$ cat config.mk
export PLATFORM = sky130hd
export DESIGN_NAME = seconds_control
export DESIGN_NICKNAME = d
export VERILOG_FILES = /design/src/rtl/stopwatch_pkg.sv /design/src/rtl/tick_prescaler.sv /design/src/rtl/seconds_control.sv
export SDC_FILE = /design/constraint.sdc
export NUM_CORES = 1
export LEC_CHECK = 0
export CORE_UTILIZATION = 55
export DETAILED_ROUTE_END_ITERATION = 8
export GPL_ROUTABILITY_DRIVEN = 0
export PLACE_DENSITY = 0.86
export SETUP_SLACK_MARGIN = 0.5
export SLEW_MARGIN = 20
export SYNTH_ARGS = -nofsm -noshare
export SYNTH_HDL_FRONTEND = slang
export SYNTH_SLANG_ARGS = --single-unit
$ cat constraint.sdc
create_clock -name clk -period 4.7 [get_ports clk]
set_clock_uncertainty 0.05 [all_clocks]
set_input_delay 1.175 -clock clk [delete_from_list [all_inputs] [get_ports clk]]
set_output_delay 1.175 -clock clk [all_outputs]
set_load 0.005 [all_outputs]
$ cat src/rtl/stopwatch_pkg.sv
// rtl/stopwatch_pkg.sv - shared state encodings and limits for the stopwatch datapath
package stopwatch_pkg;

    typedef enum logic [1:0] {
        ST_IDLE    = 2'b00,
        ST_RUNNING = 2'b01,
        ST_PAUSED  = 2'b10
    } sw_state_e;

    localparam int SEC_MAX = 59;
    // The minutes counter will take its limit from here once it moves over.
    localparam int MIN_MAX = 99;

    // Next value of a 0..SEC_MAX seconds counter after one counted second.
    function automatic logic [5:0] sec_next(input logic [5:0] s);
        return (s == 6'(SEC_MAX)) ? 6'd0 : s + 6'd1;
    endfunction

endpackage

$ cat src/rtl/tick_prescaler.sv
// rtl/tick_prescaler.sv - clk-to-1Hz prescaler with run/hold/clear control
module tick_prescaler
    import stopwatch_pkg::*;
#(
    parameter int TICKS_PER_SEC = 100000000,
    localparam int PRESC_W = $clog2(TICKS_PER_SEC)
) (
    input  logic               clk,
    input  logic               rst_n,
    input  logic               run,
    input  logic               hold,
    input  logic               clr,
    output logic [PRESC_W-1:0] count,
    output logic               tc
);

    localparam logic [PRESC_W-1:0] TC_VAL = PRESC_W'(TICKS_PER_SEC - 1);

    assign tc = (count == TC_VAL);

    // Count while running, freeze while held so a pause keeps the fractional second, else park at 0.
    always_ff @(posedge clk or negedge rst_n) begin
        if (!rst_n) begin
            count <= '0;
        end else if (clr) begin
            count <= '0;
        end else if (run) begin
            count <= tc ? '0 : count + 1'b1;
        end else if (!hold) begin
            count <= '0;
        end
    end

endmodule

$ cat src/rtl/seconds_control.sv
// rtl/seconds_control.sv - stopwatch run/pause FSM, 1 Hz tick and 0..59 seconds counter (optional LAP_HOLD_EN display hold)
module seconds_control
    import stopwatch_pkg::*;
#(
    parameter int TICKS_PER_SEC = 100000000
) (
    input  logic       clk,
    input  logic       rst_n,
    input  logic       start,
    input  logic       stop,
    input  logic       clear,
    input  logic       lap,
    output logic [1:0] state,
    output logic [5:0] seconds,
    output logic [5:0] seconds_disp,
    output logic       sec_tick,
    output logic       minute_en,
    output logic       minutes_clr
);

    localparam int PRESC_W = $clog2(TICKS_PER_SEC);

    sw_state_e          state_q;
    sw_state_e          state_d;
    logic [5:0]         seconds_q;
    logic [5:0]         seconds_d;
    logic [PRESC_W-1:0] unused_presc_count;
    logic               presc_tc;

    // Prescaler advances for the whole RUNNING cycle, including the one carrying stop,
    // so the second that ends on a stop edge is still counted.
    tick_prescaler #(
        .TICKS_PER_SEC (TICKS_PER_SEC)
    ) u_prescaler (
        .clk   (clk),
        .rst_n (rst_n),
        .run   (state_q == ST_RUNNING),
        .hold  (state_q == ST_PAUSED),
        .clr   (clear),
        .count (unused_presc_count),
        .tc    (presc_tc)
    );

    assign sec_tick    = (state_q == ST_RUNNING) && presc_tc && !clear;
    assign minute_en   = sec_tick && (seconds_q == 6'(SEC_MAX));
    assign minutes_clr = clear && rst_n;
    assign state       = state_q;
    assign seconds     = seconds_q;

    // Control FSM state register.
    always_ff @(posedge clk or negedge rst_n) begin
        if (!rst_n) begin
            state_q <= ST_IDLE;
        end else begin
            state_q <= state_d;
        end
    end

    // Next-state logic: clear beats stop, stop beats start.
    always_comb begin
        state_d = state_q;
        if (clear) begin
            state_d = ST_IDLE;
        end else begin
            case (state_q)
                ST_IDLE:    if (start && !stop) state_d = ST_RUNNING;
                ST_RUNNING: if (stop)           state_d = ST_PAUSED;
                ST_PAUSED:  if (start && !stop) state_d = ST_RUNNING;
                default:                        state_d = ST_IDLE;
            endcase
        end
    end

    // Next seconds value: clear wins over a pending tick.
    always_comb begin
        seconds_d = seconds_q;
        if (clear) begin
            seconds_d = 6'd0;
        end else if (sec_tick) begin
            seconds_d = sec_next(seconds_q);
        end
    end

    // Seconds counter register.
    always_ff @(posedge clk or negedge rst_n) begin
        if (!rst_n) begin
            seconds_q <= 6'd0;
        end else begin
            seconds_q <= seconds_d;
        end
    end

`ifdef LAP_HOLD_EN
    logic hold_q;
    logic hold_d;
    logic lap_ok;

    assign lap_ok = lap && !clear && (state_q == ST_RUNNING || state_q == ST_PAUSED);

    // Hold flag toggles on lap; leaving the running/paused states always drops it.
    always_comb begin
        hold_d = hold_q;
        if (clear || state_d == ST_IDLE) begin
            hold_d = 1'b0;
        end else if (lap_ok) begin
            hold_d = !hold_q;
        end
    end

    // Display register: capture on entering hold, freeze while held, otherwise follow seconds.
    always_ff @(posedge clk or negedge rst_n) begin
        if (!rst_n) begin
            hold_q       <= 1'b0;
            seconds_disp <= 6'd0;
        end else begin
            hold_q <= hold_d;
            if (!hold_d) begin
                seconds_disp <= seconds_d;
            end else if (!hold_q) begin
                seconds_disp <= seconds_q;
            end
        end
    end
`else
    logic unused_lap;

    assign unused_lap   = lap;
    assign seconds_disp = seconds_q;
`endif

endmodule

==> results of run 1 <==
layer usage:
metal	global-route usage	part of all wire
met4	0.1221	0.027
met1	0.2712	0.46
met3	0.04745	0.029
met2	0.3940	0.48
met5	0	0
final cells by class:
class                      instances  area, sq um
tap                               46        57.56
fill                             286         1157
multi-input combinational        159         1050
timing repair buffer              22        217.7
inverter                           2        7.507
sequential                        35        875.8
clock buffer                       7        45.04
clock inverter                     1        5.005
synthesized netlist by cell type (all sizes together), types with 2 or more instances:
cell type  count
a31oi          8
and3           7
inv            2
xor2          12
nor3b          2
a21boi         2
buf           10
nand2b         4
nor2b          2
xnor2          4
a31o           3
nand3         15
a41oi          2
nand4          8
or3            3
nor3           5
dfrtp         35
and2           3
a21oi         10
nor4           5
nand2         17
ha             2
nor2          25
and4           4
o21ai          5
cells by family (layout without fill, tap and decap cells):
kind of cell	count (synthesis)	after routing
mux	2	2
xor+xnor	16	16
simple gates	103	103
buf+inv	13	32
flops	35	35
fa+ha+maj	2	2
compound gates	36	36
per-stage QoR:
| stage | hold WS [ps] | setup WS (ps) |
|---|---|---|
| after floorplan | 391.9 | 1973 |
| after CTS | 452.5 | 945.8 |
| after detailed placement | 434.3 | 945.8 |
| after global placement | 422.9 | 953.7 |
| final | 459.0 | 956.6 |
| after global routing | 465.2 | 816.9 |
placed cells by master (no fill, tap or decap), types with 3 or more instances in the layout:
| cell type | count |
|---|---|
| nand2_1 | 16 |
| nand3_1 | 12 |
| nor4_1 | 3 |
| o21ai_0 | 4 |
| xnor2_1 | 4 |
| nor3_1 | 5 |
| a31o_2 | 3 |
| dfrtp_1 | 35 |
| nand2b_1 | 4 |
| nand4_1 | 7 |
| xor2_1 | 12 |
| a21oi_1 | 10 |
| and2_1 | 3 |
| clkdlybuf4s50_1 | 21 |
| and3_1 | 6 |
| nor2_1 | 25 |
| clkbuf_4 | 5 |
| a31oi_1 | 8 |
worst max-delay path, delay by kind of cell:
kind / cells / cell delay, ps
buffers and inverters: 2 / 1150
and+or+nand+nor: 1 / 190
flip-flops by register name, indices dropped and copies added, names as in the netlist:
name               flops
state                  2
seconds                6
u_prescaler.count     27
report_power, final:
part | internal (mW) | total (mW) | switching (mW) | leakage [nW]
clock network | 0.0583 | 0.158 | 0.0996 | 0.0293
logic | 0.00893 | 0.0251 | 0.0162 | 0.404
registers | 0.302 | 0.303 | 0.00121 | 0.488
path summary, 6_finish.rpt:
kind,start,depth (start not counted),to
setup reg to reg,u_prescaler.count[0],6,u_prescaler.count[3]
hold / removal,u_prescaler.count[26],1,u_prescaler.count[26]
setup / recovery,clear,3,minutes_clr
hold reg to reg,u_prescaler.count[26],1,u_prescaler.count[26]
min in group asynchronous,rst_n,2,u_prescaler.count[20]
max in group asynchronous,rst_n,2,seconds[1]
==> impl_metrics.csv, run 1 <==
group,metric,value,unit
clock_tree,cts_hold_buf,0,
finish,fin_util,0.6612,
worst_setup_path,crit_chain,"clkdlybuf4s50_1 -> and2_1 -> clkdlybuf4s50_1",
die,dieArea,3918,sq um
finish,diodes,0,
synthesis,synthArstFlopShare,1.000,
sta,tightest_slew,754.8,ps
clock_tree,clkSinkCount,35,
detailed_routing,drc,0,
grt,overflow,0,
finish,stdcell_area,2258,sq um
synthesis,synth_area,2019,sq um
synthesis,syn_nets,215,
worst_setup_path,cp_data_required_time,3470,ps
sta,fmax,267.1,MHz
detailed_routing,drtIter0Drc,58,
sta,setup_viol,0,
detailed_routing,ant_nets,0,
synthesis,synth_xor_area_frac,0.06939,
worst_setup_path,cp_slowest_cell,"clkdlybuf4s50_1",
detailed_routing,via_per_inst,5.864,
synthesis,ys_ff_latch,35,
clock_tree,htreeDepth,2,
grt,grt_max_degree,36,
die,row_count,21,
clock_tree,post_cts_buffers,0,
synthesis,syn_inst,207,
synthesis,synth.avg_cell_area,9.756,sq um
synthesis,synth_edf_count,0,
synthesis,synth_ff_type,"dfrtp_1",
pwr,ir_drop,0.0001276,V
finish,final_layout_size_suffix_gt1_frac,0.1283,
placement,port_buffers,21,
finish,area_growth,11.83,%
synthesis,synthTopCellsByArea,"dfrtp_1 43%, xor2_1 5.2%, nor2_1 4.6%",
pwr,power,486.1,uW
clock_tree,cts_resized,0,
sta,drv_slew,0,
sta,fin_crit,3743,ps
worst_setup_path,cp_max_fo,10,
clock_tree,path_clk_slew,110,ps
placement,hpwl,2.860,mm
clock_tree,clk_path_buf_depth,2,
finish,final_nets,233,
grt,grt_pass1_wl,7.093,mm
finish,finalNonFillerCells,272,
worst_setup_path,cp_slowest_stage_delay,650,ps
clock_tree,clock_latency,350,ps
worst_setup_path,r2r_slack,2480,ps
synthesis,seq_area_frac_synth,0.4337,
synthesis,synth-simple-area-share,0.3079,
synthesis,synthDominantCellAreaShare,0.4337,
die,core,3416,sq um
detailed_routing,drtPass1Iterations,4,
detailed_routing,wl,4.020,mm
grt,grt_pass1_vias,1610,
worst_setup_path,crit_type,"input pin to output port",
pwr,p_per_area,215.2,nW/um^2
worst_setup_path,setup.worst_path.end_class,"output port",
detailed_routing,wl_per_cell,14.78,um
die,io_pins,23,
worst_setup_path,crit_top_cell,"clkdlybuf4s50_1",
synthesis,synth-adder-area-share,0.01239,
synthesis,yosysTopAreaCell,"dfrtp_1",
grt,antenna_found_initial,0,
pwr,p_leak,0.9220,nW
die,start_util,0.5912,
synthesis,muxShareOfSynthArea,0.01053,
clock_tree,cts-root-buf,"clkbuf_4",
worst_setup_path,startpoint_type,"input pin",
synthesis,synth_top_family_by_area,"simple AND/OR/NAND/NOR gates",
job,drv_cap,0,
synthesis,synth_compound_area_frac,0.1196,
clock_tree,cts_tree,"done",
sta,rsz0062_at_grt,"no",
sta,slew_headroom,0.4938,
detailed_routing,vias,1595,
sta,hold_viol_final,0,
synthesis,netlist-cell-type-count,50,
synthesis,synth-warning-count,0,
grt,grt_usage,0.2306,
worst_hold_path,worst_hold_path_type,"flop to flop",
placement,place_area,2208,sq um
die,die_w,62.60,um
run_status,outcome,"finished, final reports clean",
clock_tree,cts_made_buffers,5,
worst_setup_path,crit_arrival,2520,ps
placement,dp.cells,264,
sta,fin_setup_tns,0,ps
die,die_y,62.60,um
sta,min_period_over_period,0.7965,
Power figures use the tool's default switching activity.
==> inputs of run 2 (changes only) <==
Settings changed: CORE_UTILIZATION 55 to 50, PLACE_DENSITY 0.86 to 0.83.
Clock period 4.7 ns to 3.2 ns, I/O delays scaled along.
==> run 2 against run 1 <==
  * Critical endpoint is now minute_en
  * Total power rose by 62%
  * Non-clock buffer count rose by 12
  * Register-to-register slack got worse by 1400 ps
==> impl_metrics.csv, run 2 (synthesis gave the netlist of run 1 again) <==
group,metric,value,unit
run_status,outcome,"finished, final reports clean",
clock_tree,cts_tree,"done",
detailed_routing,wl_per_cell,14.97,um
finish,final_cell_mix,"33 x dfrtp_1, 25 x nor2_1, 17 x clkdlybuf4s50_1, 16 x nand2_1, 13 x buf_4",
worst_setup_path,startpoint_type,"flop",
die,core,3771,sq um
sta,min_period_over_period,0.8366,
placement,port_buffers,21,
die,dieArea,4297,sq um
clock_tree,htreeDepth,2,
sta,drv_slew,0,
sta,tightest_slew,643.3,ps
sta,fin_ws,523.0,ps
clock_tree,cts-root-buf,"clkbuf_8",
placement,pre_cts_ws,265.0,ps
sta,slew_headroom,0.5711,
sta,rsz0062_at_grt,"yes",
detailed_routing,drc,0,
finish,final_nets,245,
pwr,ir_drop,0.0002912,V
clock_tree,path_clk_slew,70,ps
placement,hpwl,2.930,mm
pwr,p_leak,1.000,nW
finish,largest_reg_flops,27,
detailed_routing,ant_nets,0,
grt,grt_usage,0.2238,
pwr,p_per_area,328.8,nW/um^2
die,start_util,0.5355,
worst_hold_path,worst_hold_path_type,"flop to flop",
worst_setup_path,crit_top_cell,"nand3_4",
worst_setup_path,setup.worst_path.end_class,"output port",
finish,regArea,878.3,sq um
finish,multi_input_area,1076,sq um
detailed_routing,via_per_inst,5.766,
grt,grt_pass1_vias,1587,
clock_tree,clock_latency,290,ps
grt,grt_pass1_wl,7.196,mm
sta,setup_viol,0,
clock_tree,clkSinkCount,35,
detailed_routing,vias,1649,
worst_setup_path,cp_slowest_stage_delay,410,ps
job,drv_cap,0,
sta,hold_viol_final,0,
finish,nFillCells,291,
worst_setup_path,crit_chain,"ha_4 -> nand3_4 -> nor4_4 -> nand3_4 -> nor3_2 -> dlygate4sd2_1",
worst_setup_path,cp_data_required_time,2350,ps
sta,fin_crit,2677,ps
sta,fmax,373.6,MHz
worst_setup_path,crit_family,"simple AND/OR/NAND/NOR gates",
finish,final_common_cell,"dfrtp_1",
die,die_y,65.55,um
worst_setup_path,crit_buf_inv,1,
die,row_count,22,
finish,diodes,0,
finish,final_layout_size_suffix_gt1_frac,0.1933,
finish,top_register,"u_prescaler.count",
worst_setup_path,cp_max_fo,3,
die,io_pins,23,
grt,antenna_found_initial,0,
worst_setup_path,crit_type,"flop to output port",
clock_tree,clk_path_buf_depth,2,
sta,fin_setup_tns,0,ps
grt,grt_max_degree,36,
worst_setup_path,cp_slowest_cell,"dfrtp_1",
clock_tree,cts_made_buffers,5,
detailed_routing,drtIter0Drc,66,
die,die_w,65.55,um
worst_setup_path,crit_arrival,1830,ps
finish,area_growth,18.96,%
grt,overflow,0,
detailed_routing,wl,4.280,mm
detailed_routing,drtPass1Iterations,4,
## run 2: worst paths after layout
check	cells after the start	slack [ps]	start	end
worst max register to register	7	1080	u_prescaler.count[0]	u_prescaler.count[3]
worst min-delay path	1	460	u_prescaler.count[26]	u_prescaler.count[26]
worst min register to register	1	460	u_prescaler.count[26]	u_prescaler.count[26]
worst max-delay path	6	520	u_prescaler.count[0]	minute_en
min in group asynchronous	2	720	rst_n	u_prescaler.count[18]
max in group asynchronous	2	2050	rst_n	u_prescaler.count[8]
## run 2: where the power goes
group | total (mW) | switching, mW | internal [mW] | leakage (nW)
Clock | 0.305 | 0.152 | 0.153 | 0.0422
Combinational | 0.0392 | 0.0248 | 0.0144 | 0.473
Sequential | 0.446 | 0.00194 | 0.444 | 0.485
Total | 0.790 | 0.179 | 0.611 | 1.00
## run 2: worst register-to-register path: cells and delay by family, from the launching register on
family                   cells  cell delay (ps)
AO/OA/AOI/OAI                2              580
AND/OR/NAND/NOR              3              560
flip-flops                   1              410
buffers and inverters        1              200
adder cells (fa/ha/maj)      1              170
## run 2: metal layers
| layer | global-route usage | part of all wire | vias to the layer above |
|---|---|---|---|
| li1 | - | - | 811 |
| met1 | 0.2990 | 0.47 | 801 |
| met2 | 0.3428 | 0.48 | 27 |
| met3 | 0.05208 | 0.024 | 10 |
| met4 | 0.1033 | 0.027 | 0 |
| met5 | 0 | 0 | - |
## run 2: what timing repair did
item | 4_1_cts | 5_1_grt
hold endpoints to repair | 0 | 0
setup endpoints to repair | 3 | 3
hold buffers | 0 | 0
gates resized for setup | 5 | 7
pin swaps | 3 | 4
setup buffers | 4 | 2
## run 2: final cells by class
class | count | area share
Clock inverter | 1 | 0.002083
Sequential cell | 35 | 0.3656
Tap cell | 48 | 0.02500
Multi-Input combinational cell | 159 | 0.4479
Clock buffer | 7 | 0.03177
Timing Repair Buffer | 34 | 0.1245
Inverter | 2 | 0.003125
## run 2: stage by stage
step           power, mW  std cells  area [sq um]  hold WS (ps)  utilization
6_report          0.7899        286          2402         463.0       0.6370
5_1_grt           0.8236        286          2402         468.9       0.6370
4_1_cts           0.7946        284          2365         446.7       0.6271
3_5_place_dp      0.4936        272          2256         433.2       0.5982
3_3_place_gp      0.4931        272          2256         437.6       0.5982
2_1_floorplan     0.4712        207          2019         391.9            -
